$ cat src/rtl/alu_sequencer_if.sv
// Request, response and ALU-drive signals of the 8-bit ALU sequencer.
// The master side issues requests and supplies the ALU result.
interface alu_sequencer_if;
   logic       req_valid;
   logic       req_ready;
   logic [3:0] req_op;
   logic [7:0] req_a;
   logic [7:0] req_b;
   logic [3:0] alu_sel;
   logic [7:0] alu_a;
   logic [7:0] alu_b;
   logic [7:0] alu_y;
   logic       rsp_valid;
   logic       rsp_ready;
   logic [7:0] rsp_y;
   logic       rsp_err;

   modport master (
      output req_valid, req_op, req_a, req_b,
      output rsp_ready, alu_y,
      input  req_ready, alu_sel, alu_a, alu_b,
      input  rsp_valid, rsp_y, rsp_err
   );

   modport slave (
      input  req_valid, req_op, req_a, req_b,
      input  rsp_ready, alu_y,
      output req_ready, alu_sel, alu_a, alu_b,
      output rsp_valid, rsp_y, rsp_err
   );
endinterface

$ cat src/rtl/alu_sequencer.sv
// Single-issue sequencer for the 8-bit ALU bank.
// Runs direct ops in one cycle and MUL as eight shift-add cycles.
module alu_sequencer (
   input  logic           clk,
   input  logic           rst_n,
   alu_sequencer_if.slave bus,
   output logic           busy,
   output logic [15:0]    done_cnt
);
   typedef enum logic [1:0] {IDLE, EXEC, MUL, RESP} state_t;

   state_t     state;
   state_t     state_nxt;
   logic [3:0] op_r;
   logic [7:0] a_r;
   logic [7:0] b_r;
   logic [7:0] acc;
   logic [2:0] cnt;
   logic [7:0] rsp_y_r;
   logic       rsp_err_r;
   logic [3:0] sel;
   logic [7:0] opa;
   logic [7:0] opb;

   always_comb begin
      state_nxt = state;
      sel       = 4'd0;
      opa       = 8'h00;
      opb       = 8'h00;
      unique case (state)
         IDLE: begin
            if (bus.req_valid) begin
               unique case (1'b1)
                  (bus.req_op <= 4'd10): state_nxt = EXEC;
                  (bus.req_op == 4'd11): state_nxt = MUL;
                  default:               state_nxt = RESP;
               endcase
            end
         end
         EXEC: begin
            sel       = op_r;
            opa       = a_r;
            opb       = b_r;
            state_nxt = RESP;
         end
         MUL: begin
            // partial product for bit cnt added onto the accumulator
            sel = 4'd5;
            opa = acc;
            opb = b_r[cnt] ? (a_r << cnt) : 8'h00;
            if (cnt == 3'd7)
               state_nxt = RESP;
         end
         RESP: begin
            if (bus.rsp_ready)
               state_nxt = IDLE;
         end
         default: state_nxt = IDLE;
      endcase
   end

   always_ff @(posedge clk or negedge rst_n) begin
      if (!rst_n) begin
         state     <= IDLE;
         busy      <= 1'b0;
         done_cnt  <= 16'h0000;
         op_r      <= 4'd0;
         a_r       <= 8'h00;
         b_r       <= 8'h00;
         acc       <= 8'h00;
         cnt       <= 3'd0;
         rsp_y_r   <= 8'h00;
         rsp_err_r <= 1'b0;
      end else begin
         state <= state_nxt;
         busy  <= (state_nxt != IDLE);
         unique case (state)
            IDLE: begin
               if (bus.req_valid) begin
                  op_r <= bus.req_op;
                  a_r  <= bus.req_a;
                  b_r  <= bus.req_b;
                  acc  <= 8'h00;
                  cnt  <= 3'd0;
                  if (bus.req_op >= 4'd12) begin
                     rsp_y_r   <= 8'h00;
                     rsp_err_r <= 1'b1;
                  end
               end
            end
            EXEC: begin
               rsp_y_r   <= bus.alu_y;
               rsp_err_r <= 1'b0;
            end
            MUL: begin
               acc <= bus.alu_y;
               cnt <= cnt + 3'd1;
               if (cnt == 3'd7) begin
                  rsp_y_r   <= bus.alu_y;
                  rsp_err_r <= 1'b0;
               end
            end
            RESP: begin
               if (bus.rsp_ready)
                  done_cnt <= done_cnt + 16'd1;
            end
            default: ;
         endcase
      end
   end

   assign bus.req_ready = (state == IDLE);
   assign bus.rsp_valid = (state == RESP);
   assign bus.rsp_y     = rsp_y_r;
   assign bus.rsp_err   = rsp_err_r;
   assign bus.alu_sel   = sel;
   assign bus.alu_a     = opa;
   assign bus.alu_b     = opb;
endmodule

$ cat src/flat_wrapper.sv
// flat-port wrapper written by rule: the top's interface ports become plain ports
module alu_sequencer_flat 
  (clk, rst_n, busy, done_cnt, bus_req_valid, bus_req_op, bus_req_a, bus_req_b, bus_rsp_ready, bus_alu_y, bus_req_ready, bus_alu_sel, bus_alu_a, bus_alu_b, bus_rsp_valid, bus_rsp_y, bus_rsp_err);
  alu_sequencer_if bus_i ();
  input  logic clk;
  input  logic rst_n;
  output logic busy;
  output logic [15:0] done_cnt;
  input wire logic [$bits(bus_i.req_valid)-1:0] bus_req_valid;
  input wire logic [$bits(bus_i.req_op)-1:0] bus_req_op;
  input wire logic [$bits(bus_i.req_a)-1:0] bus_req_a;
  input wire logic [$bits(bus_i.req_b)-1:0] bus_req_b;
  input wire logic [$bits(bus_i.rsp_ready)-1:0] bus_rsp_ready;
  input wire logic [$bits(bus_i.alu_y)-1:0] bus_alu_y;
  output wire logic [$bits(bus_i.req_ready)-1:0] bus_req_ready;
  output wire logic [$bits(bus_i.alu_sel)-1:0] bus_alu_sel;
  output wire logic [$bits(bus_i.alu_a)-1:0] bus_alu_a;
  output wire logic [$bits(bus_i.alu_b)-1:0] bus_alu_b;
  output wire logic [$bits(bus_i.rsp_valid)-1:0] bus_rsp_valid;
  output wire logic [$bits(bus_i.rsp_y)-1:0] bus_rsp_y;
  output wire logic [$bits(bus_i.rsp_err)-1:0] bus_rsp_err;
  assign bus_i.req_valid = bus_req_valid;
  assign bus_i.req_op = bus_req_op;
  assign bus_i.req_a = bus_req_a;
  assign bus_i.req_b = bus_req_b;
  assign bus_i.rsp_ready = bus_rsp_ready;
  assign bus_i.alu_y = bus_alu_y;
  assign bus_req_ready = bus_i.req_ready;
  assign bus_alu_sel = bus_i.alu_sel;
  assign bus_alu_a = bus_i.alu_a;
  assign bus_alu_b = bus_i.alu_b;
  assign bus_rsp_valid = bus_i.rsp_valid;
  assign bus_rsp_y = bus_i.rsp_y;
  assign bus_rsp_err = bus_i.rsp_err;
  alu_sequencer u_core (.clk(clk), .rst_n(rst_n), .bus(bus_i), .busy(busy), .done_cnt(done_cnt));
endmodule
$ cat config.mk
export PLATFORM = sky130hd
export DESIGN_NAME = alu_sequencer_flat
export DESIGN_NICKNAME = d
export VERILOG_FILES = /design/src/rtl/alu_sequencer_if.sv /design/src/rtl/alu_sequencer.sv /design/src/flat_wrapper.sv
export SDC_FILE = /design/constraint.sdc
export NUM_CORES = 1
export LEC_CHECK = 0
export ABC_AREA = 0
export CELL_PAD_IN_SITES_DETAIL_PLACEMENT = 2
export CELL_PAD_IN_SITES_GLOBAL_PLACEMENT = 2
export CORE_MARGIN = 2
export CORE_UTILIZATION = 30
export CTS_BUF_LIST = sky130_fd_sc_hd__clkbuf_8 sky130_fd_sc_hd__clkbuf_16
export DETAILED_ROUTE_END_ITERATION = 6
export GPL_ROUTABILITY_DRIVEN = 0
export PLACE_DENSITY_LB_ADDON = 0.05
export SLEW_MARGIN = 20
export SYNTH_ARGS = -nofsm -noshare
export SYNTH_HDL_FRONTEND = slang
export SYNTH_SLANG_ARGS = --single-unit
$ cat constraint.sdc
create_clock -name clk -period 1.9 [get_ports clk]
set_input_delay 0.19 -clock clk [delete_from_list [all_inputs] [get_ports clk]]
set_output_delay 0.19 -clock clk [all_outputs]
set_load 0.01 [all_outputs]
# Yosys cells after proc, flatten, opt, wreduce, memory -nomap -nowiden
# Index checks and enable logic that the tools add are counted.
# classes
n_addsub	2
n_lt_le_gt_ge	3
eq_ne	8
n_shift	1
n_mux	23
reduce_logical	8
# ops
op	count
one-hot mux 8 bit (2 select lines)	3
two-way mux 8 bit	5
one-hot mux 8 bit (3 select lines)	1
adder 16 x 1 -> 16 bit (second input constant)	1
one-hot mux 2 bit (4 select lines)	1
one-hot mux 4 bit (2 select lines)	1
<< shifter 8 x 3 -> 8 bit	1
two-way mux 2 bit	3
one-hot mux 3 bit (2 select lines)	1
AND reduction 2 bit	3
== test 2 bit (second input constant)	2
== test 4 bit (second input constant)	1
greater-or-equal comparator 4 bit (second input constant)	1
less-or-equal comparator 4 bit (second input constant)	1
< comparator 3 x 4 -> 1 bit (second input constant)	1
two-way mux 1 bit	4
!= test 2 x 1 -> 1 bit (second input constant)	2
one-hot mux 2 bit (2 select lines)	1
AND reduction 4 bit	1
nonzero test 2 bit	2
adder 3 x 1 -> 3 bit (second input constant)	1
binary-select mux 1 bit (select 3 bit)	1
== test 3 bit (second input constant)	1
two-way mux 3 bit	1
other kinds (5)	5
# word_totals
register_bits	59
wordCells	55

# Logic depth before layout (Yosys ltp)
# logic_depth
depth_word	5
ltp_mapped	8
mapped_depth_nobuf	6

# Least setup slack after synthesis
# No wires, ideal clock.
# synth_path
path_type	flip-flop to output port
start	register u_core.state[0]
end	output port bus_alu_b[0]
t_arrival_ns	1.589
slack_ns	0.121
path_stages_with_launch	8
n_path_buf	1
cell_sequence	dfrtp_1 -> inv_1 -> ha_1 -> buf_2 -> inv_1 -> nor3b_1 -> nand3_1 -> a21boi_0
# synth_between
elab_chain_len	2
# synth_rtl
element	line_no	source
start, declared	alu_sequencer.sv:12	state_t state;
start signal, assigned	alu_sequencer.sv:75	state <= state_nxt;
== test 2 bit or == test 2 x 1 -> 1 bit (tied branches)	alu_sequencer.sv:30	unique case (state)
one-hot mux 8 bit (2 select lines) (*)	alu_sequencer.sv:30	
end, declared	flat_wrapper.sv:18	output wire logic [$bits(bus_i.alu_b)-1:0] bus_alu_b;
# Every way passes the cells marked *; elsewhere a longest branch is shown, timed or not.

# Worst setup path in the final report
# layout_path
start	register u_core.cnt[0]
end	output port bus_alu_b[4]
# layout_between
elab_chain_len	4
# layout_rtl
element	line_no	source
start, declared	alu_sequencer.sv:18	logic [2:0] cnt;
start signal, assigned	alu_sequencer.sv:97	cnt <= cnt + 3'd1;
binary-select mux 1 bit (select 3 bit)	alu_sequencer.sv:50	opb = b_r[cnt] ? (a_r << cnt) : 8'h00;
two-way mux 1 bit (not written as such)	alu_sequencer.sv:50	
two-way mux 8 bit (*)	alu_sequencer.sv:50	
one-hot mux 8 bit (2 select lines) (*)	alu_sequencer.sv:30	
# Every way passes the cells marked *; elsewhere a longest branch is shown, timed or not. The select of a mux whose other input is x is not followed.

==> results_dict.tcl <==
set metrics [dict create \
    post-route-worst-setup-slack_ns -0.3071 \
    fp-row-count 36 \
    final_net_count 477 \
    synth_top_area_frac 0.4795 \
    boundaryPins 80 \
    dieHeight_um 105.3 \
    cts_root_buffer "sky130_fd_sc_hd__clkbuf_8" \
    clock-sinks 59 \
    fillers 1013 \
    hold_class "input port to asynchronous set/reset pin" \
    critPathRequiredTime_ns 1.71 \
    ys_types 39 \
    timing_hold_violations_final 0 \
    synth.avg_cell_area_um2 10.16 \
    max-cap-violations 0 \
    endpoint_kind "output port" \
    core-area_um2 9864 \
    status "finished, violations left" \
    netlist_instances 303 \
    grt_overflow_total 0 \
    cts.path.max_buffers 2 \
    grt_setup_unrepaired "true" \
    final.period_utilization 1.162 \
    routed_wl_mm 11.48 \
    finalWorstPathRequiredPeriod_ns 2.207 \
    simple_logic_cell_fraction_of_the_synthesized_area 0.1694 \
    final_core_util 0.4942 \
    synth-adder-area-share 0.03251 \
    yosysSeqAreaShare 0.4795 \
    power.leakage_nw 2.103 \
    synth-xor-area-share 0.04267 \
    initial_core_utilization 0.3122 \
    worstSetupPathType "flip-flop to output port" \
    clock.fmax_mhz 453.1 \
    clk_pin_slew_worst_paths_ns 0.07 \
    grt_pass1_wl_mm 17.32 \
    power.density_nw_per_um2 1726 \
    post_route_cells_drive_above_1_share 0.3688 \
    die_x_um 105.3 \
    syn_nets 343 \
    n_antenna_cell 0 \
    detail_route.drc_violations 0 \
    detail_route.first_pass.iterations 3 \
    cts_buffers 9 \
    seqCellArea_um2 1479 \
    maxSlewHeadroom 0.6225 \
    synthFlopType "sky130_fd_sc_hd__dfrtp_1" \
    synth_top_family_by_area "simple AND/OR/NAND/NOR gates" \
    rr_startpoint "u_core.cnt[1]" \
    route.antenna.remaining_nets 0 \
    grt_usage 0.1969 \
    cts_max_level 3 \
    dieArea_um2 11090 \
    violations_in_the_final_reports "negative setup slack" \
    multiInputGateArea_um2 1720 \
    totalPowerFinal_w 0.008414 \
    post_drt_via_cell_ratio 4.922 \
    io_buffers 79 \
    start_kind "flip-flop" \
    cts_tree "yes" \
    synthMostInstantiatedCell "sky130_fd_sc_hd__dfrtp_1" \
    synth_area_leaders "sky130_fd_sc_hd__dfrtp_1, sky130_fd_sc_hd__mux2_2, sky130_fd_sc_hd__nand2_1" \
    synth_top_cell_by_area "sky130_fd_sc_hd__dfrtp_1" \
    vias 2830 \
    worst_skew_pair.late_latency_ns 0.34 \
    detailedPlacementHpwl_mm 7.323 \
    synthToLayoutAreaGrowth_pct 58.31 \
    largest_net_degree_at_the_start_of_global_routing 31 \
    initial_antenna_violation_count 0 \
    timing.critical_path.fanout_max 11 \
    count_of_state_elements_after_synthesis 59 \
    multiplexer_area_fraction_after_synthesis 0.1410 \
    fin_worst_skew_ns 0.01043 \
    synth-async-reset-ratio 1.000 \
    setup_viol 12 \
    synth.top_cells.by_count "sky130_fd_sc_hd__dfrtp_1, sky130_fd_sc_hd__nand2_1, sky130_fd_sc_hd__o21ai_0" \
    via_count_of_the_first_global_routing_pass 3226 \
    max-vdd-ir-drop_mv 0.5893 \
    synth_compound_gate_area_share 0.1044 \
    yosys_warnings 0 \
    wl_per_cell_um 19.97 \
    critPathArrivalTime_ns 2.02 \
    worst_reg_to_reg_setup_slack_ns -0.02 \
    critical_r2r_capture "u_core.busy" \
    drt_iter0_drc 76 \
    synthesis.area_um2 3079 \
    final-max-slew-violation-count 0 \
    timing_worst_slew_pin_value_ns 0.5663 \
    r2r_cells 7 \
    post_synth_edffs 0 \
]
==> kinds of logic after synthesis <==
group,Yosys count
and+or+nand+nor,108
DFF,59
AOI/OAI and AO/OA,53
muxes,37
buffers and inverters,23
xor gates and xnor gates,15
adders and majority gates,8
==> worst max-delay path, cell delays in order (launching register included) <==
cell                      delay (ns)
sky130_fd_sc_hd__dfrtp_1        0.38
sky130_fd_sc_hd__buf_4          0.21
sky130_fd_sc_hd__inv_1          0.11
sky130_fd_sc_hd__buf_4          0.17
sky130_fd_sc_hd__nor3_1         0.31
sky130_fd_sc_hd__a21oi_1        0.18
sky130_fd_sc_hd__o21ai_2        0.18
sky130_fd_sc_hd__buf_2          0.15
==> worst max path at each step <==
stage                               start            to  slack (ns)  depth (start not counted)
after floorplan           u_core.state[0]  bus_alu_b[0]        0.12                          7
after global placement    u_core.state[1]  bus_alu_a[0]       -0.13                          5
after detailed placement    u_core.cnt[1]  bus_alu_b[6]       -0.22                          5
after CTS                   u_core.cnt[1]  bus_alu_b[6]       -0.15                          6
after global routing        u_core.cnt[0]  bus_alu_b[4]       -0.42                          7
final                       u_core.cnt[0]  bus_alu_b[4]       -0.31                          7
==> per-stage QoR <==
| step | area [um2] | hold WS (ns) | setup WS, ns | cells | TNS [ns] |
|---|---|---|---|---|---|
| global placement | 4293 | 0.2137 | -0.1340 | 539 | -1.441 |
| floorplan | 3079 | -0.1056 | 0.1212 | 303 | 0 |
| detailed placement | 4293 | 0.2188 | -0.2166 | 539 | -2.181 |
| CTS | 4663 | 0.3997 | -0.1547 | 570 | -1.007 |
| finish | 4875 | 0.3984 | -0.3071 | 575 | -1.524 |
| global route | 4875 | 0.4485 | -0.4179 | 575 | -2.719 |
==> placed cells by master (no fill, tap or decap), drive strengths merged, types with 2 or more instances in the layout <==
cell type,synthesis,routed
buf,6,78
dfrtp,59,59
clkdlybuf4s50,0,57
nand2,51,51
o21ai,26,26
mux2,21,21
nor2b,14,14
mux2i,13,13
nand3,13,13
clkbuf,11,12
a22oi,9,9
xnor2,9,9
nor2,9,9
inv,6,8
ha,8,8
xor2,6,6
nand4,5,5
a21oi,5,5
and2,3,3
mux4,3,3
a21boi,3,3
o22ai,2,2
and4,2,2
bufinv,0,2
nor4,2,2
or2,2,2
and3,2,2
clkinv,0,2
==> routing by layer <==
metal	vias to the layer above	track usage	routed length [um]
met4	0	0.04095	233
met3	17	0.05504	560
met1	1423	0.2518	4665
li1	1325	-	-
met5	-	0	0
met2	65	0.3323	6022
==> sequential cells by signal, indices dropped and copies added (netlist names) <==
signal / count
u_core.state: 2
u_core.acc: 8
u_core.a_r: 8
u_core.bus.rsp_y: 8
u_core.done_cnt: 16
u_core.cnt: 3
u_core.busy: 1
u_core.b_r: 8
u_core.bus.rsp_err: 1
u_core.op_r: 4
==> layout make-up <==
class	instances	area share
Clock inverter	6	0.01668
Sequential cell	59	0.3034
Clock buffer	10	0.02823
Tap cell	133	0.03414
Multi-Input combinational cell	221	0.3529
Inverter	6	0.004620
Timing Repair Buffer	140	0.2600
==> timing repair <==
item,4_1_cts,5_1_grt
setup buffers,15,4
hold buffers,1,0
gates resized for setup,113,43
hold endpoints to repair,20,0
endpoints found under the setup margin,23,23
gates cloned,0,1
pin swaps,2,24
==> power by group <==
| part | total [W] | internal (W) | switching [W] |
|---|---|---|---|
| sequential | 0.00216 | 0.00170 | 0.000458 |
| combinational | 0.00497 | 0.00257 | 0.00240 |
| clock | 0.00129 | 0.000765 | 0.000524 |
Power figures use the tool's default switching activity.
